$ cat config.mk
export PLATFORM = sky130hd
export DESIGN_NAME = prefix_encoder
export DESIGN_NICKNAME = d
export VERILOG_FILES = /design/src/rtl/prefix_encoder.sv
export SDC_FILE = /design/constraint.sdc
export NUM_CORES = 1
export LEC_CHECK = 0
export CORE_ASPECT_RATIO = 1.4
export CORE_MARGIN = 2
export CORE_UTILIZATION = 44
export DETAILED_ROUTE_END_ITERATION = 7
export PLACE_DENSITY = 0.73
export SYNTH_ARGS = -nofsm -noshare
export SYNTH_HDL_FRONTEND = slang
export SYNTH_SLANG_ARGS = --single-unit
$ cat constraint.sdc
create_clock -name clk -period 1.97 [get_ports clk]
set_input_delay 0.394 -clock clk [delete_from_list [all_inputs] [get_ports clk]]
set_output_delay 0.394 -clock clk [all_outputs]
set_load 0.1 [all_outputs]
$ cat src/rtl/prefix_encoder.sv
// Streams the group-1, segment and 66 prefix bytes of an accepted request, skipping absent fields.
// Define PREFIX_ENC_PACK_EN to add the packed prefix_word[23:0] output.
module prefix_encoder (
    input  logic        clk,
    input  logic        reset,
    input  logic        req_valid,
    output logic        req_ready,
    input  logic [1:0]  req_grp1,
    input  logic [2:0]  req_seg,
    input  logic        req_opsize,
    output logic        byte_valid,
    input  logic        byte_ready,
    output logic [7:0]  byte_data,
    output logic        byte_last,
    output logic [1:0]  s1s0,
    output logic        size_prefix,
`ifdef PREFIX_ENC_PACK_EN
    output logic [23:0] prefix_word,
`endif
    output logic        done
);

    typedef enum logic [2:0] {StIdle, StG1, StSeg, StOps, StDone} state_e;

    state_e      state_q, state_d;
    logic [1:0]  grp1_q, grp1_d;
    logic [2:0]  seg_q, seg_d;
    logic        ops_q, ops_d;
    logic [1:0]  s1s0_q, s1s0_d;
    logic        size_prefix_q, size_prefix_d;
    logic        byte_valid_q, byte_valid_d;
    logic [7:0]  byte_data_q, byte_data_d;
    logic        byte_last_q, byte_last_d;
    logic        done_q, done_d;

    // Segment code 7 is reserved and treated exactly like "none".
    function automatic logic seg_present(input logic [2:0] s);
        return (s != 3'd0) && (s != 3'd7);
    endfunction

    function automatic state_e next_field(input state_e cur, input logic [1:0] g,
                                          input logic [2:0] s, input logic o);
        state_e nxt;
        nxt = StDone;
        if (o && (cur == StIdle || cur == StG1 || cur == StSeg)) nxt = StOps;
        if (seg_present(s) && (cur == StIdle || cur == StG1)) nxt = StSeg;
        if ((g != 2'd0) && (cur == StIdle)) nxt = StG1;
        return nxt;
    endfunction

    function automatic logic [7:0] field_byte(input state_e st, input logic [1:0] g,
                                              input logic [2:0] s);
        logic [7:0] b;
        b = 8'h00;
        if (st == StG1) begin
            case (g)
                2'd1:    b = 8'hf0;
                2'd2:    b = 8'hf2;
                2'd3:    b = 8'hf3;
                default: b = 8'h00;
            endcase
        end else if (st == StSeg) begin
            case (s)
                3'd1:    b = 8'h26;
                3'd2:    b = 8'h2e;
                3'd3:    b = 8'h36;
                3'd4:    b = 8'h3e;
                3'd5:    b = 8'h64;
                3'd6:    b = 8'h65;
                default: b = 8'h00;
            endcase
        end else if (st == StOps) begin
            b = 8'h66;
        end
        return b;
    endfunction

    always_comb begin
        state_d       = state_q;
        grp1_d        = grp1_q;
        seg_d         = seg_q;
        ops_d         = ops_q;
        s1s0_d        = s1s0_q;
        size_prefix_d = size_prefix_q;
        unique case (state_q)
            StIdle: begin
                if (req_valid) begin
                    grp1_d        = req_grp1;
                    seg_d         = req_seg;
                    ops_d         = req_opsize;
                    s1s0_d        = {1'b0, req_grp1 != 2'd0} + {1'b0, seg_present(req_seg)}
                                    + {1'b0, req_opsize};
                    size_prefix_d = req_opsize;
                    state_d       = next_field(StIdle, req_grp1, req_seg, req_opsize);
                end
            end
            StG1, StSeg, StOps: begin
                if (byte_ready) state_d = next_field(state_q, grp1_q, seg_q, ops_q);
            end
            StDone:  state_d = StIdle;
            default: state_d = StIdle;
        endcase
        // Outputs are registered, so they are derived from the state being entered.
        byte_valid_d = (state_d == StG1) || (state_d == StSeg) || (state_d == StOps);
        byte_data_d  = field_byte(state_d, grp1_d, seg_d);
        byte_last_d  = byte_valid_d && (next_field(state_d, grp1_d, seg_d, ops_d) == StDone);
        done_d       = (state_d == StDone);
    end

    always_ff @(posedge clk or posedge reset) begin
        if (reset) begin
            state_q       <= StIdle;
            grp1_q        <= 2'd0;
            seg_q         <= 3'd0;
            ops_q         <= 1'b0;
            s1s0_q        <= 2'd0;
            size_prefix_q <= 1'b0;
            byte_valid_q  <= 1'b0;
            byte_data_q   <= 8'h00;
            byte_last_q   <= 1'b0;
            done_q        <= 1'b0;
        end else begin
            state_q       <= state_d;
            grp1_q        <= grp1_d;
            seg_q         <= seg_d;
            ops_q         <= ops_d;
            s1s0_q        <= s1s0_d;
            size_prefix_q <= size_prefix_d;
            byte_valid_q  <= byte_valid_d;
            byte_data_q   <= byte_data_d;
            byte_last_q   <= byte_last_d;
            done_q        <= done_d;
        end
    end

`ifdef PREFIX_ENC_PACK_EN
    logic [23:0] prefix_word_q, prefix_word_d;

    always_comb begin
        logic [23:0] w;
        w = 24'h0;
        if (req_grp1 != 2'd0) w = {w[15:0], field_byte(StG1, req_grp1, req_seg)};
        if (seg_present(req_seg)) w = {w[15:0], field_byte(StSeg, req_grp1, req_seg)};
        if (req_opsize) w = {w[15:0], 8'h66};
        // Left-justify so the first emitted byte lands in [23:16].
        case (s1s0_d)
            2'd1:    w = {w[7:0], 16'h0};
            2'd2:    w = {w[15:0], 8'h0};
            default: ;
        endcase
        prefix_word_d = prefix_word_q;
        if (state_q == StIdle && req_valid) prefix_word_d = w;
    end

    always_ff @(posedge clk or posedge reset) begin
        if (reset) prefix_word_q <= 24'h0;
        else       prefix_word_q <= prefix_word_d;
    end

    assign prefix_word = prefix_word_q;
`endif

    assign req_ready   = (state_q == StIdle);
    assign byte_valid  = byte_valid_q;
    assign byte_data   = byte_data_q;
    assign byte_last   = byte_last_q;
    assign s1s0        = s1s0_q;
    assign size_prefix = size_prefix_q;
    assign done        = done_q;

endmodule
==> flow_metrics.py, run 1 <==
metrics = {
    "status": {
        "outcome": "complete, no violations",
    },
    "floorplanning": {
        "placementRows": 22,
        "io_pins": 25,
        "core_um2": 2643,
        "fp.dieW_um": 48.69,
        "die_y_um": 66.56,
        "dieArea_um2": 3240,
        "initial_core_util_pct": 46.54,
    },
    "synth": {
        "synth_seq_cells": 23,
        "synthCells": 124,
        "synthArstFlopShare_pct": 100.0,
        "ys_warn_count": 0,
        "synth_edf_count": 0,
        "synth_nets": 135,
        "synthDistinctLibCells": 41,
        "syn_avg_cell_area_um2": 9.919,
        "ys.flop_type": "dfrtp_1",
        "synth_seq_area_share_pct": 46.80,
        "syn-cell-area_um2": 1230,
    },
    "route": {
        "drc": 0,
        "firstDrtPassIters": 4,
        "wl_per_cell_um": 14.30,
        "postRouteAntennaNets": 0,
        "drt_iter0_drc": 26,
        "via_per_inst": 5.322,
        "routed_wl_um": 2931,
        "num_vias": 1091,
    },
    "cts": {
        "max-clock-path-buffers": 2,
        "clk_latency_ps": 320,
        "numCtsBuffers": 3,
        "h-tree-depth": 1,
        "path_clk_slew_ps": 140,
        "cts_tree": "built",
        "cts_resized": 0,
        "hold_buffers": 0,
        "cts.sinks": 23,
        "root_buffer": "clkbuf_4",
        "cts_setup_buffers": 0,
    },
    "placement": {
        "io_buffer_count": 24,
        "dp_hpwl_um": 2352,
        "placedCellCount": 201,
        "place_congestion": 0.8264,
    },
    "sta": {
        "slew_headroom_pct": 68.07,
        "slew_viol_final": 0,
        "final_hold_viol_count": 0,
        "setup_tns_ps": 0,
        "finalCritPeriodShare_pct": 93.30,
        "rsz0062_at_grt": "no",
        "post-route-min-period_ps": 1838,
        "max_freq_ghz": 0.5441,
        "tightest_slew_ps": 475.3,
        "setup_viol": 0,
        "clock_skew_ps": 11.25,
    },
    "finish": {
        "nNetsFinal": 181,
        "syn_to_final_growth_pct": 35.71,
        "insertedDiodeCount": 0,
        "most-common-layout-cells": "buf_4, nand2_1, dfrtp_1, nor2_1, clkdlybuf4s50_1",
        "fin_cells": 205,
        "drive_gt1_share_pct": 34.32,
        "layout_commonest_cell": "buf_4",
    },
    "global_route": {
        "grt_max_degree": 24,
        "antenna_found_initial": 0,
        "top_usage_layer": "met2",
        "grtUsageTotal_pct": 19.99,
        "met1_usage_pct": 19.94,
        "met2_usage_pct": 40.24,
        "grt_use_met3_pct": 1.794,
        "overflow": 0,
        "grt_pass1_wl_um": 4802,
        "first_global_vias": 1089,
    },
    "min_path": {
        "worstHoldPathType": "input pin to async pin",
    },
    "setup_path": {
        "critPathKind": "register to register",
        "endpoint_kind": "register",
        "cp_max_fo": 5,
        "startpoint_type": "register",
        "arrival_ps": 2070,
        "worstPathRequired_ps": 2210,
    },
    "flow_run": {
        "drv_cap": 0,
    },
}
-- worst max-delay path: stages (launching register included) --
cell and delay, ps:
dfrtp_1 490, and3_4 230, nor4b_1 350, o31a_1 260
nor2_4 70, buf_4 150, o21a_1 90, o22ai_1 130
-- cells in the mapped netlist (all sizes together) (2+ instances only) --
cell type / count / share of area, %
nand2: 26 / 7.9
dfrtp: 23 / 47
nor2: 11 / 4.6
o21ai: 8 / 3.3
inv: 7 / 2.1
nor3: 6 / 3.8
a21oi: 5 / 2.3
nand2b: 4 / 2.0
o22ai: 3 / 1.5
a41o: 2 / 1.6
buf: 2 / 1.8
mux2i: 2 / 1.6
nand3: 2 / 0.81
nor4b: 2 / 2.6
-- kinds of logic (layout without fill, tap and decap cells) --
family | after synthesis | in the layout | share of synthesized area, %
compound gates | 27 | 27 | 16.79
fa+ha+maj | 2 | 2 | 2.442
buf+inv | 11 | 56 | 4.679
mux | 3 | 3 | 2.543
xor+xnor | 2 | 2 | 1.424
simple gates | 56 | 56 | 25.33
flops | 23 | 23 | 46.80
-- stage by stage --
stage	util, %	setup WS (ps)	cell area [um2]	hold WS [ps]
floorplan	-	-200.5	1261	395.8
global placement	62.12	-167.7	1642	467.8
detailed placement	62.12	-171.8	1642	468.1
CTS	63.16	121.6	1669	416.5
global route	63.16	26.53	1669	455.4
finish	63.16	132.1	1669	395.7
-- final timing paths --
| kind | start | to | slack (ps) | depth (start not counted) |
|---|---|---|---|---|
| max | seg_q[0] | byte_last | 130 | 7 |
| min | reset | byte_data[3] | 400 | 3 |
| max reg2reg | seg_q[0] | byte_last | 130 | 7 |
| min reg2reg | size_prefix | size_prefix | 500 | 2 |
| max in group asynchronous | reset | state_q[2] | 1310 | 3 |
| min in group clk | size_prefix | size_prefix | 500 | 2 |
-- flip-flops by register name, summed over array words and instances (netlist names) --
name	count
size_prefix	1
seg_q	3
done	1
state_q	3
s1s0	2
ops_q	1
byte_valid	1
byte_data	8
byte_last	1
grp1_q	2
-- cell type report --
class | instances | area [um2]
Multi-Input combinational cell | 90 | 621.8
Timing Repair Buffer | 44 | 365.4
Clock inverter | 1 | 5.005
Clock buffer | 3 | 22.52
Inverter | 8 | 31.28
Tap cell | 36 | 45.04
Fill cell | 244 | 973.4
Sequential cell | 23 | 578.1
-- layer usage --
metal | share of wire, % | vias up
met3 | 2.5 | 6
met2 | 57 | 19
met1 | 38 | 540
li1 | - | 526
met4 | 2.3 | 0
met5 | 0 | -
Power of run 1 is left out: the tool's default activity adds up to more than one toggle a clock period on the data nets, which glitch-free logic cannot reach.
==> run 2, diff against run 1 <==
- CORE_UTILIZATION: 44 -> 45
- PLACE_DENSITY: 0.73 -> 0.74
==> run 2 against run 1 <==
- hold slack improved by 27 ps
- global-route usage rose by 0.75 points
- non-clock buffer count rose by 1
- register-to-register slack improved by 30 ps
- clock-buffer cell count rose by 1
- die area fell by 2.1%
- final cell count rose by 0.49%
- setup slack got worse by 2.7 ps
- sequential cell count did not move
- utilization rose by 1.2 points
- critical endpoint is now byte_data[2]
- via count rose by 0.27%
==> flow_metrics.py, run 2 (synthesized netlist as in run 1, its figures left out) <==
metrics = {
    "sta": {
        "final_hold_viol_count": 0,
        "clock_skew_ps": 7.287,
        "slew_headroom_pct": 71.24,
        "worst_slack_ps": 129.4,
        "tightest_slew_ps": 431.4,
        "max_freq_ghz": 0.5433,
        "setup_viol": 0,
        "rsz0062_at_grt": "no",
        "slew_viol_final": 0,
        "finalCritPeriodShare_pct": 93.43,
        "post-route-min-period_ps": 1841,
    },
    "floorplanning": {
        "dieArea_um2": 3173,
        "core_um2": 2615,
        "io_pins": 25,
        "fp.dieW_um": 48.19,
        "die_y_um": 65.86,
        "initial_core_util_pct": 47.03,
        "placementRows": 22,
    },
    "route": {
        "firstDrtPassIters": 4,
        "routed_wl_um": 2812,
        "num_vias": 1094,
        "wl_per_cell_um": 13.65,
        "postRouteAntennaNets": 0,
        "drc": 0,
        "drt_iter0_drc": 22,
        "via_per_inst": 5.311,
    },
    "cts": {
        "max-clock-path-buffers": 2,
        "clk_latency_ps": 300,
        "path_clk_slew_ps": 130,
        "cts_setup_buffers": 0,
        "h-tree-depth": 1,
        "cts.sinks": 23,
        "numCtsBuffers": 3,
        "root_buffer": "clkbuf_4",
        "cts_tree": "built",
    },
    "finish": {
        "insertedDiodeCount": 0,
        "drive_gt1_share_pct": 35.29,
        "fin_cells": 206,
        "fillers": 222,
        "regArea_um2": 579.3,
        "most-common-layout-cells": "buf_4, nand2_1, dfrtp_1, nor2_1, clkdlybuf4s50_1",
        "nNetsFinal": 182,
        "layout_commonest_cell": "buf_4",
        "final_util_pct": 64.40,
        "syn_to_final_growth_pct": 36.93,
        "largest_reg_flops": 8,
        "multi_input_area_um2": 625.6,
    },
    "global_route": {
        "grt_max_degree": 24,
        "overflow": 0,
        "antenna_found_initial": 0,
        "first_global_vias": 1102,
        "grt_pass1_wl_um": 4774,
        "grtUsageTotal_pct": 20.74,
    },
    "setup_path": {
        "cp_max_fo": 5,
        "slowest_stage": "clkdlybuf4s50_1",
        "path_cells": "clkdlybuf4s50_1 > or3_1 > nand2_1 > nor3b_2 > a41o_1 > nand2b_1 > a21oi_1",
        "worst_path_largest_cell_delay_ps": 410,
        "startpoint_type": "input pin",
        "reg2reg_depth": 7,
        "worstPathRequired_ps": 2170,
        "arrival_ps": 2040,
        "endpoint_kind": "register",
        "critPathKind": "input pin to register",
    },
    "placement": {
        "place_congestion": 0.8792,
        "placedCellCount": 202,
        "dp_slack_ps": -216.0,
        "io_buffer_count": 24,
        "dp_hpwl_um": 2248,
    },
    "min_path": {
        "worstHoldPathType": "input pin to async pin",
    },
    "status": {
        "outcome": "complete, no violations",
    },
    "flow_run": {
        "drv_cap": 0,
    },
}
==> run 2: changes by cell type in the layout (fill, tap and decap cells not counted) <==
| cell | before | now |
|---|---|---|
| dfrtp_2 | 2 | 3 |
| mux2i_2 | 0 | 1 |
| clkinv_2 | 2 | 1 |
| dfrtp_1 | 21 | 20 |
| clkbuf_1 | 0 | 1 |
| buf_6 | 0 | 1 |
| mux2i_1 | 2 | 1 |
==> run 2: routing by layer <==
metal / GRT usage, % / routed length [um] / vias up
met4: 8.108 / 58 / 0
met2: 35.86 / 1586 / 35
met1: 25.13 / 1043 / 526
met5: 0 / 0 / -
li1: - / - / 527
met3: 1.639 / 123 / 6
==> run 2: critical path, delay by kind of cell <==
family	cells	cell delay [ps]
simple gates	4	1020
buf+inv	1	410
compound gates	2	210
==> run 2: per-stage QoR <==
stage / TNS [ps] / instance area [um2] / hold WS (ps)
after floorplan: -962.4 / 1261 / 395.8
after global placement: -1586 / 1649 / 467.7
after detailed placement: -1924 / 1649 / 485.5
after CTS: 0 / 1675 / 426.6
after global routing: 0 / 1684 / 462.8
final: 0 / 1684 / 422.6
==> run 2: final timing paths <==
check                      startpoint      endpoint  slack, ps
setup / recovery           req_seg[2]  byte_data[2]        130
hold / removal                  reset      seg_q[0]        420
setup reg to reg           state_q[2]  byte_data[2]        160
hold reg to reg               s1s0[0]       s1s0[0]        500
max in group asynchronous       reset    state_q[0]       1280
min in group clk              s1s0[0]       s1s0[0]        500
==> run 2: area by class of cell <==
cell class,instances,share of cell area [%]
Sequential cell,23,34.40
Timing Repair Buffer,45,22.36
Tap cell,36,2.675
Multi-Input combinational cell,90,37.15
Inverter,8,1.857
Clock buffer,4,1.560
==> run 2: timing repair <==
item | CTS | global route
resized for setup | 0 | 3
hold buffers | 0 | 0
endpoints found under the setup margin | 0 | 7
Power of run 2 is left out for the same reason.
==> run 3, diff against run 2 <==
- SLEW_MARGIN: unset -> 15
==> results of run 3 <==
The final DEF is identical to that of run 2; final timing and power are the same.
Power of run 3 is left out for the same reason.
